--- src/rtl/uart_rx_frame_check.sv ---
// Frame-aware UART RX checker: tracks data/parity/stop bits and flags parity and framing errors.
// Optional saturating parity-error counter enabled by `define PARITY_ERR_CNT_EN.
module uart_rx_frame_check #(
   parameter int unsigned DATA_WIDTH = 8,
   parameter int unsigned CNT_WIDTH  = 8,
   localparam int unsigned LEN_WIDTH = $clog2(DATA_WIDTH + 1)
) (
   input  logic                  clk,
   input  logic                  rst,
   input  logic                  start,
   input  logic                  bit_valid,
   input  logic                  bit_in,
   input  logic                  par_en,
   input  logic [1:0]            par_typ,
   input  logic [LEN_WIDTH-1:0]  data_len,
   input  logic                  cnt_clr,
   output logic [DATA_WIDTH-1:0] data_out,
   output logic                  frame_done,
   output logic                  par_err,
   output logic                  stp_err,
   output logic                  busy,
   output logic [CNT_WIDTH-1:0]  err_cnt
);

   localparam logic [LEN_WIDTH-1:0] MAX_LEN = LEN_WIDTH'(DATA_WIDTH);

   typedef enum logic [1:0] {IDLE, DATA, PARITY, STOP} state_t;

   state_t                  state, state_nxt;
   logic                    load, shift_en, par_cap, stop_cap;
   logic                    last_bit, exp_par;
   logic [LEN_WIDTH-1:0]    eff_len, len_q, bit_cnt;
   logic [DATA_WIDTH-1:0]   shift_q;
   logic                    acc, par_en_q, par_bad_q;
   logic [1:0]              par_typ_q;

   // Out-of-range lengths (0 or above DATA_WIDTH) mean a full-width frame
   assign eff_len  = (data_len == '0 || data_len > MAX_LEN) ? MAX_LEN : data_len;
   assign last_bit = (bit_cnt == len_q - LEN_WIDTH'(1));

   always_ff @(posedge clk or negedge rst) begin
      if (!rst) state <= IDLE;
      else      state <= state_nxt;
   end

   // start always wins: it aborts any frame in flight and restarts at DATA
   always_comb begin
      state_nxt = state;
      if (start) begin
         state_nxt = DATA;
      end else if (bit_valid) begin
         case (state)
            IDLE:    state_nxt = IDLE;
            DATA:    if (last_bit) state_nxt = par_en_q ? PARITY : STOP;
            PARITY:  state_nxt = STOP;
            STOP:    state_nxt = IDLE;
            default: state_nxt = IDLE;
         endcase
      end
   end

   always_comb begin
      load     = start;
      shift_en = 1'b0;
      par_cap  = 1'b0;
      stop_cap = 1'b0;
      if (!start && bit_valid) begin
         case (state)
            DATA:    shift_en = 1'b1;
            PARITY:  par_cap  = 1'b1;
            STOP:    stop_cap = 1'b1;
            default: ;
         endcase
      end
   end

   always_comb begin
      case (par_typ_q)
         2'b00:   exp_par = acc;
         2'b01:   exp_par = ~acc;
         2'b10:   exp_par = 1'b1;
         default: exp_par = 1'b0;
      endcase
   end

   // Frame datapath: shadow config, bit placement by index keeps data right-aligned
   always_ff @(posedge clk or negedge rst) begin
      if (!rst) begin
         len_q     <= '0;
         par_en_q  <= 1'b0;
         par_typ_q <= 2'b00;
         bit_cnt   <= '0;
         shift_q   <= '0;
         acc       <= 1'b0;
         par_bad_q <= 1'b0;
      end else if (load) begin
         len_q     <= eff_len;
         par_en_q  <= par_en;
         par_typ_q <= par_typ;
         bit_cnt   <= '0;
         shift_q   <= '0;
         acc       <= 1'b0;
         par_bad_q <= 1'b0;
      end else if (shift_en) begin
         shift_q <= shift_q | (DATA_WIDTH'(bit_in) << bit_cnt);
         acc     <= acc ^ bit_in;
         if (!last_bit) bit_cnt <= bit_cnt + LEN_WIDTH'(1);
      end else if (par_cap) begin
         par_bad_q <= (bit_in != exp_par);
      end
   end

   always_ff @(posedge clk or negedge rst) begin
      if (!rst) begin
         frame_done <= 1'b0;
         data_out   <= '0;
         par_err    <= 1'b0;
         stp_err    <= 1'b0;
         busy       <= 1'b0;
      end else begin
         frame_done <= stop_cap;
         busy       <= (state_nxt != IDLE);
         if (stop_cap) begin
            data_out <= shift_q;
            par_err  <= par_en_q & par_bad_q;
            stp_err  <= ~bit_in;
         end
      end
   end

`ifdef PARITY_ERR_CNT_EN
   localparam logic [CNT_WIDTH-1:0] CNT_MAX = '1;

   // Counts on the frame_done cycle so a simultaneous clear takes priority
   always_ff @(posedge clk or negedge rst) begin
      if (!rst)
         err_cnt <= '0;
      else if (cnt_clr)
         err_cnt <= '0;
      else if (frame_done && par_err && err_cnt != CNT_MAX)
         err_cnt <= err_cnt + CNT_WIDTH'(1);
   end
`else
   logic unused_cnt_clr;
   assign unused_cnt_clr = cnt_clr;
   assign err_cnt        = '0;
`endif

endmodule

--- config.mk ---
export PLATFORM = sky130hd
export DESIGN_NAME = uart_rx_frame_check
export DESIGN_NICKNAME = d
export VERILOG_FILES = /design/src/rtl/uart_rx_frame_check.sv
export SDC_FILE = /design/constraint.sdc
export NUM_CORES = 1
export LEC_CHECK = 0
export CELL_PAD_IN_SITES_DETAIL_PLACEMENT = 1
export CELL_PAD_IN_SITES_GLOBAL_PLACEMENT = 2
export CORE_MARGIN = 2
export CORE_UTILIZATION = 25
export CTS_CLUSTER_DIAMETER = 200
export DETAILED_ROUTE_END_ITERATION = 7
export GPL_TIMING_DRIVEN = 1
export PLACE_DENSITY = 0.61
export SETUP_SLACK_MARGIN = 0.05
export SYNTH_ARGS = -nofsm -noshare
export SYNTH_HDL_FRONTEND = slang
export SYNTH_SLANG_ARGS = --single-unit
--- constraint.sdc ---
create_clock -name clk -period 5.1 [get_ports clk]
set_input_delay 1.53 -clock clk [delete_from_list [all_inputs] [get_ports clk]]
set_output_delay 1.53 -clock clk [all_outputs]
set_load 0.005 [all_outputs]
# ---- Word level (Yosys, flattened, before mapping)
# Cells that the tools add are included.
# W data, S select, Z words.
dict set report op_classes {
  addsub 2
  magnitude_cmp 1
  n_eq_ne 9
  shifts 1
  n_mux 23
  bitwise_logic 5
  n_reduce_logical 12
}
# op count
set op_table {}
lappend op_table {{$mux W4} 4}
lappend op_table {{$mux W8} 2}
lappend op_table {{$mux W1} 12}
lappend op_table {{$or A8 B8 Y8} 1}
lappend op_table {{$shl A1 B4 Y8} 1}
lappend op_table {{$eq A2 B2 Y1 const B} 3}
lappend op_table {{$mux W2} 3}
lappend op_table {{$pmux W2 S3} 1}
lappend op_table {{$reduce_bool A2 Y1} 3}
lappend op_table {{$add A4 B1 Y4 const B} 1}
lappend op_table {{$eq A2 B1 Y1 const B} 2}
lappend op_table {{$eq A4 B4 Y1} 1}
lappend op_table {{$gt A4 B4 Y1 const B} 1}
lappend op_table {{$logic_not A2 Y1} 2}
lappend op_table {{$logic_not A4 Y1} 1}
lappend op_table {{$ne A2 B2 Y1 const B} 2}
lappend op_table {{$reduce_and A2 Y1} 2}
lappend op_table {{$sub A4 B1 Y4 const B} 1}
lappend op_table {{$pmux W1 S3} 1}
lappend op_table {{$not A1 Y1} 2}
lappend op_table {{$reduce_or A2 Y1} 1}
lappend op_table {{$and A1 B1 Y1} 1}
lappend op_table {{$logic_and A1 B1 Y1} 1}
lappend op_table {{$logic_not A1 Y1} 1}
lappend op_table {{3 further kinds} 3}
dict set report totals {
  register_bits 35
  input_bits 13
  out_inout_bits 20
  elab_cells 66
}

# ---- Logic depth before layout (Yosys ltp)
dict set report depth {
  ltp_word 7
  mapped_depth 7
  mapped_depth_nobuf 6
}

# ---- Least setup slack after synthesis
# Ideal clock, no wire load.
dict set report synth_timing {
  kind {input -> register}
  startpoint {input bit_valid}
  endpoint {register state[0]}
  setup_ps 123
  arrival_time_ps 2233
  t_required_ps 4977
  slack_ps 2744
  stages 4
  path_buffers 0
  path_cell_list {and3b_1 > or3_1 > nor3_1 > nor2_1}
}
dict set report synth_via {
  elab_chain_len 2
}
# element line_no
set synth_rtl {}
lappend synth_rtl {{start: declaration} 11} ;# input logic bit_valid,
lappend synth_rtl {{$mux W2} 51} ;# end else if (bit_valid) begin
lappend synth_rtl {{$mux W2} 49} ;# if (start) begin
lappend synth_rtl {{named net state_nxt[0]} 29} ;# state_t state, state_nxt;
lappend synth_rtl {{end signal: assignment} 43} ;# else state <= state_nxt;
lappend synth_rtl {{end: declaration} 29}
# The timed path passes the listed nets, and every way through them passes these cells.
# A chain may end at the register's enable or synchronous reset.

# ---- Worst setup path in the final report
dict set report layout_timing {
  startpoint {input start}
  endpoint {register bit_cnt[0]}
}
dict set report layout_via {
  elab_chain_len 5
  elab_cells_between_ends 7
  classes_between {eq/ne: 1; mux: 2; reduce/logical: 4}
}
# element line_no
set layout_rtl {}
lappend layout_rtl {{start: declaration} 10} ;# input logic start,
lappend layout_rtl {{$logic_not A1 Y1} 67} ;# if (!start && bit_valid) begin
lappend layout_rtl {{$logic_and A1 B1 Y1} 67}
lappend layout_rtl {{$mux W1} 67}
lappend layout_rtl {{$reduce_bool A2 Y1 (no source line)} --}
lappend layout_rtl {{$reduce_and A2 Y1 (no source line)} --}
lappend layout_rtl {{end signal: assignment} 107} ;# if (!last_bit) bit_cnt <= bit_cnt + LEN_WIDTH'(1);
lappend layout_rtl {{end: declaration} 32} ;# logic [LEN_WIDTH-1:0] eff_len, len_q, bit_cnt;
# Several ways; a longest one is shown, not always the timed one.

==> reports/results.tsv <==
metric	value	unit
status	finished, final reports clean	
cts bufs inserted	5	
register area share after synthesis	51.66	%
RR Startpoint	len_q[0]$_DFFE_PN0P_	
sw frac	28.21	%
crit path from	start	
RSZ-0062 raised after global routing	false	
area grow syn2layout	21.77	%
Die ar.	0.007456	mm2
post-layout min period	3.233	ns
post-synthesis instance area	0.001695	mm2
post-CTS sizing	0	
met3 WL	116	um
final worst-path cycle share	63.39	%
drt first pass iters	4	
MaxCap Viol Count	0	
part of the power in registers	49.7	%
YS warnings	0	
met1 WL	1.611	mm
Worst-path clk slew	0.07	ns
FF/Latch Area	875.8	um2
routed wl met2	1.820	mm
Slew Viols, Final	0	
hold depth	2	
routed length per instance	13.07	um
number of global-route vias before repair	1281	
Area after DPL	0.001977	mm2
die extent in y	86.35	um
worst endpoint required time	5.30	ns
Core Box Area	0.006681	mm2
DRC	0	
P_leak	0.0008777	uW
Worst VDD drop	97.32	uV
Max Used Layer	met4	
Final Cell Area	0.002064	mm2
area occupied by multi-input gates	706.9	um2
Setup CP Type	in2reg	
clock sinks	35	
Boundary Pins	33	
root buffer cell	clkbuf_8	
placed insts	269	
clk buf depth	2	
CP max FO	25	
syn_area_per_cell	9.914	um2
htree depth	2	
routability congestion estimate from global placement	0.7135	
Synth top area share	51.66	%
DP HPWL	2.591	mm
filler cell count in the final layout	774	
Via density	4.536	
commonest register cell after synthesis	dfrtp_1	
antenna diode count	0	
Internal	467.1	uW
Power Dens Cells	315.2	mW/mm2
Post-synth EDFFs	0	
Yosys reg bits	35	
R2R depth	6	
Slew @ Worst Pin	0.8926	ns
via count	1252	
CTS tree	built	
share of cells above drive strength 1	8.673	%
fraction of registers with async set or reset after synthesis	100.0	%
initial antenna violation count	0	
Max Fclk	0.3093	GHz
Net Sw Power	183.5	uW
Setup Viol. Count Final	0	
Initial Utilization	25.37	%
clk_lat worst skew	0.28	ns
largest net degree at the start of global routing	36	
Final nets	211	
# rows	30	
DR iter-0 viols	18	
Combinational Power Share	19.3	%
wirelength, routed	3.608	mm
first-pass GRT wire length	6.058	mm
RR Endpoint	bit_cnt[2]$_DFFE_PN0P_	
slew margin rel.	40.31	%
CTS Hold Bufs	0	
class of the worst hold path	reg2reg	
Port Buffers	23	
clock network fraction of total power	31.0	%
CP endpoint	bit_cnt[0]$_DFFE_PN0P_	
FF-to-FF setup slack	3.36	ns
synth unique cells	40	
Non-Filler Instances	276	
Arrival @ worst endpoint	3.43	ns
Synth area leader	dfrtp_1	
Fin. Hold Viols	0	
top post-synthesis cells by area	dfrtp_1 (52%), nand2_1 (5.1%), o22ai_1 (4.1%)	
setup TNS	0	ns
Final Skew	0.002922	ns
Die Span X	86.35	um
Startpoint Class	input pin	
Synth Instances	171	
Overflow after GRT	0	
CP endpoint kind	register	
WHS	0.4825	ns
GRT Util Overall	10.35	%
Final ANT Viol Nets	0	
post-CTS setup buffer count	0	
==> flip-flops by register name (all words and copies together), names as in the netlist, 2 cells and up <==
register   count
data_out       8
bit_cnt        4
par_typ_q      2
len_q          4
shift_q        8
state          2
==> critical path, stage by stage <==
cell and delay (ns):
clkdlybuf4s50_1 0.87, buf_4 0.41, or3_1 0.39, a2bb2oi_1 0.14, o211ai_1 0.09
==> logic make-up (layout without fill, tap and decap cells) <==
| family | count (synthesis) | in the layout | synth area share (%) |
|---|---|---|---|
| flops | 35 | 35 | 51.66 |
| other cells | 1 | 8 | 0.2212 |
| xor+xnor | 9 | 9 | 5.461 |
| compound gates | 34 | 34 | 12.33 |
| mux | 3 | 3 | 1.992 |
| buf+inv | 27 | 45 | 8.192 |
| fa+ha+maj | 2 | 2 | 1.476 |
| simple gates | 60 | 60 | 18.67 |
==> metal layers <==
| layer | GRT usage, % | vias up |
|---|---|---|
| met2 | 16.99 | 20 |
| met3 | 3.429 | 6 |
| met5 | 0 | - |
| met1 | 12.81 | 609 |
| met4 | 3.409 | 0 |
| li1 | - | 617 |
==> area by class of cell <==
| type | instances | share of cell area (%) |
|---|---|---|
| tap | 80 | 4.848 |
| sequential | 35 | 42.42 |
| clock inverter | 1 | 0.2424 |
| multi-input combinational | 116 | 34.24 |
| inverter | 13 | 2.364 |
| timing repair buffer | 25 | 11.88 |
| clock buffer | 6 | 4.000 |
==> cells in the mapped netlist (2+ instances only) <==
| cell | n |
|---|---|
| a211oi_1 | 2 |
| a21oi_1 | 2 |
| and3b_1 | 2 |
| buf_4 | 8 |
| clkbuf_1 | 5 |
| dfrtp_1 | 35 |
| ha_1 | 2 |
| inv_1 | 13 |
| mux2_2 | 3 |
| nand2_1 | 23 |
| nand3_1 | 7 |
| nand3b_1 | 3 |
| nor2_1 | 6 |
| nor2b_1 | 2 |
| nor3_1 | 3 |
| nor3b_1 | 2 |
| o211ai_1 | 2 |
| o21ai_0 | 12 |
| o22ai_1 | 11 |
| or3_1 | 2 |
| xnor2_1 | 4 |
| xor2_1 | 4 |
==> power groups by stage <==
| stage | combinational (uW) | sequential [uW] | clock, uW |
|---|---|---|---|
| 4_1_cts | 127 | 324 | 211 |
| 6_report | 126 | 324 | 201 |
| 3_3_place_gp | 124 | 328 | 0 |
| 2_1_floorplan | 91.6 | 322 | 0 |
| 5_1_grt | 140 | 328 | 224 |
| 3_5_place_dp | 127 | 330 | 0 |
==> how the worst min path moves through the flow <==
stage,start,to,slack (ns)
after floorplan,data_out[5]$_DFFE_PN0P_,data_out[5]$_DFFE_PN0P_,0.47
after global placement,data_out[2]$_DFFE_PN0P_,data_out[2]$_DFFE_PN0P_,0.46
after detailed placement,par_err$_DFFE_PN0P_,par_err$_DFFE_PN0P_,0.47
after CTS,par_err$_DFFE_PN0P_,par_err$_DFFE_PN0P_,0.49
after global routing,data_out[7]$_DFFE_PN0P_,data_out[7]$_DFFE_PN0P_,0.51
final,par_err$_DFFE_PN0P_,par_err$_DFFE_PN0P_,0.48
==> stage by stage <==
| step | power (uW) | setup WS [ns] | util (%) |
|---|---|---|---|
| 2_1_floorplan | 413.2 | 2.744 | - |
| 3_3_place_gp | 452.0 | 1.593 | 29.59 |
| 3_5_place_dp | 456.4 | 1.581 | 29.59 |
| 4_1_cts | 661.7 | 1.876 | 30.90 |
| 5_1_grt | 691.7 | 1.714 | 30.90 |
| 6_report | 650.6 | 1.867 | 30.90 |
==> cell usage in the layout, fill, tap and decap left out, drive strengths merged, types with 2 or more instances in the layout <==
cell / synthesis / layout
dfrtp: 35 / 35
nand2: 23 / 23
clkdlybuf4s50: 0 / 23
inv: 13 / 13
o21ai: 12 / 12
o22ai: 11 / 11
conb: 1 / 8
nand3: 7 / 7
nor2: 6 / 6
clkbuf: 5 / 6
xnor2: 4 / 4
xor2: 4 / 4
nor3: 4 / 4
nand3b: 3 / 3
mux2: 3 / 3
and3b: 2 / 2
or3: 2 / 2
a21oi: 2 / 2
nor3b: 2 / 2
a211oi: 2 / 2
o211ai: 2 / 2
nor2b: 2 / 2
ha: 2 / 2
buf: 9 / 2
and3: 2 / 2
Note: power is estimated with default switching activity, not from simulation.
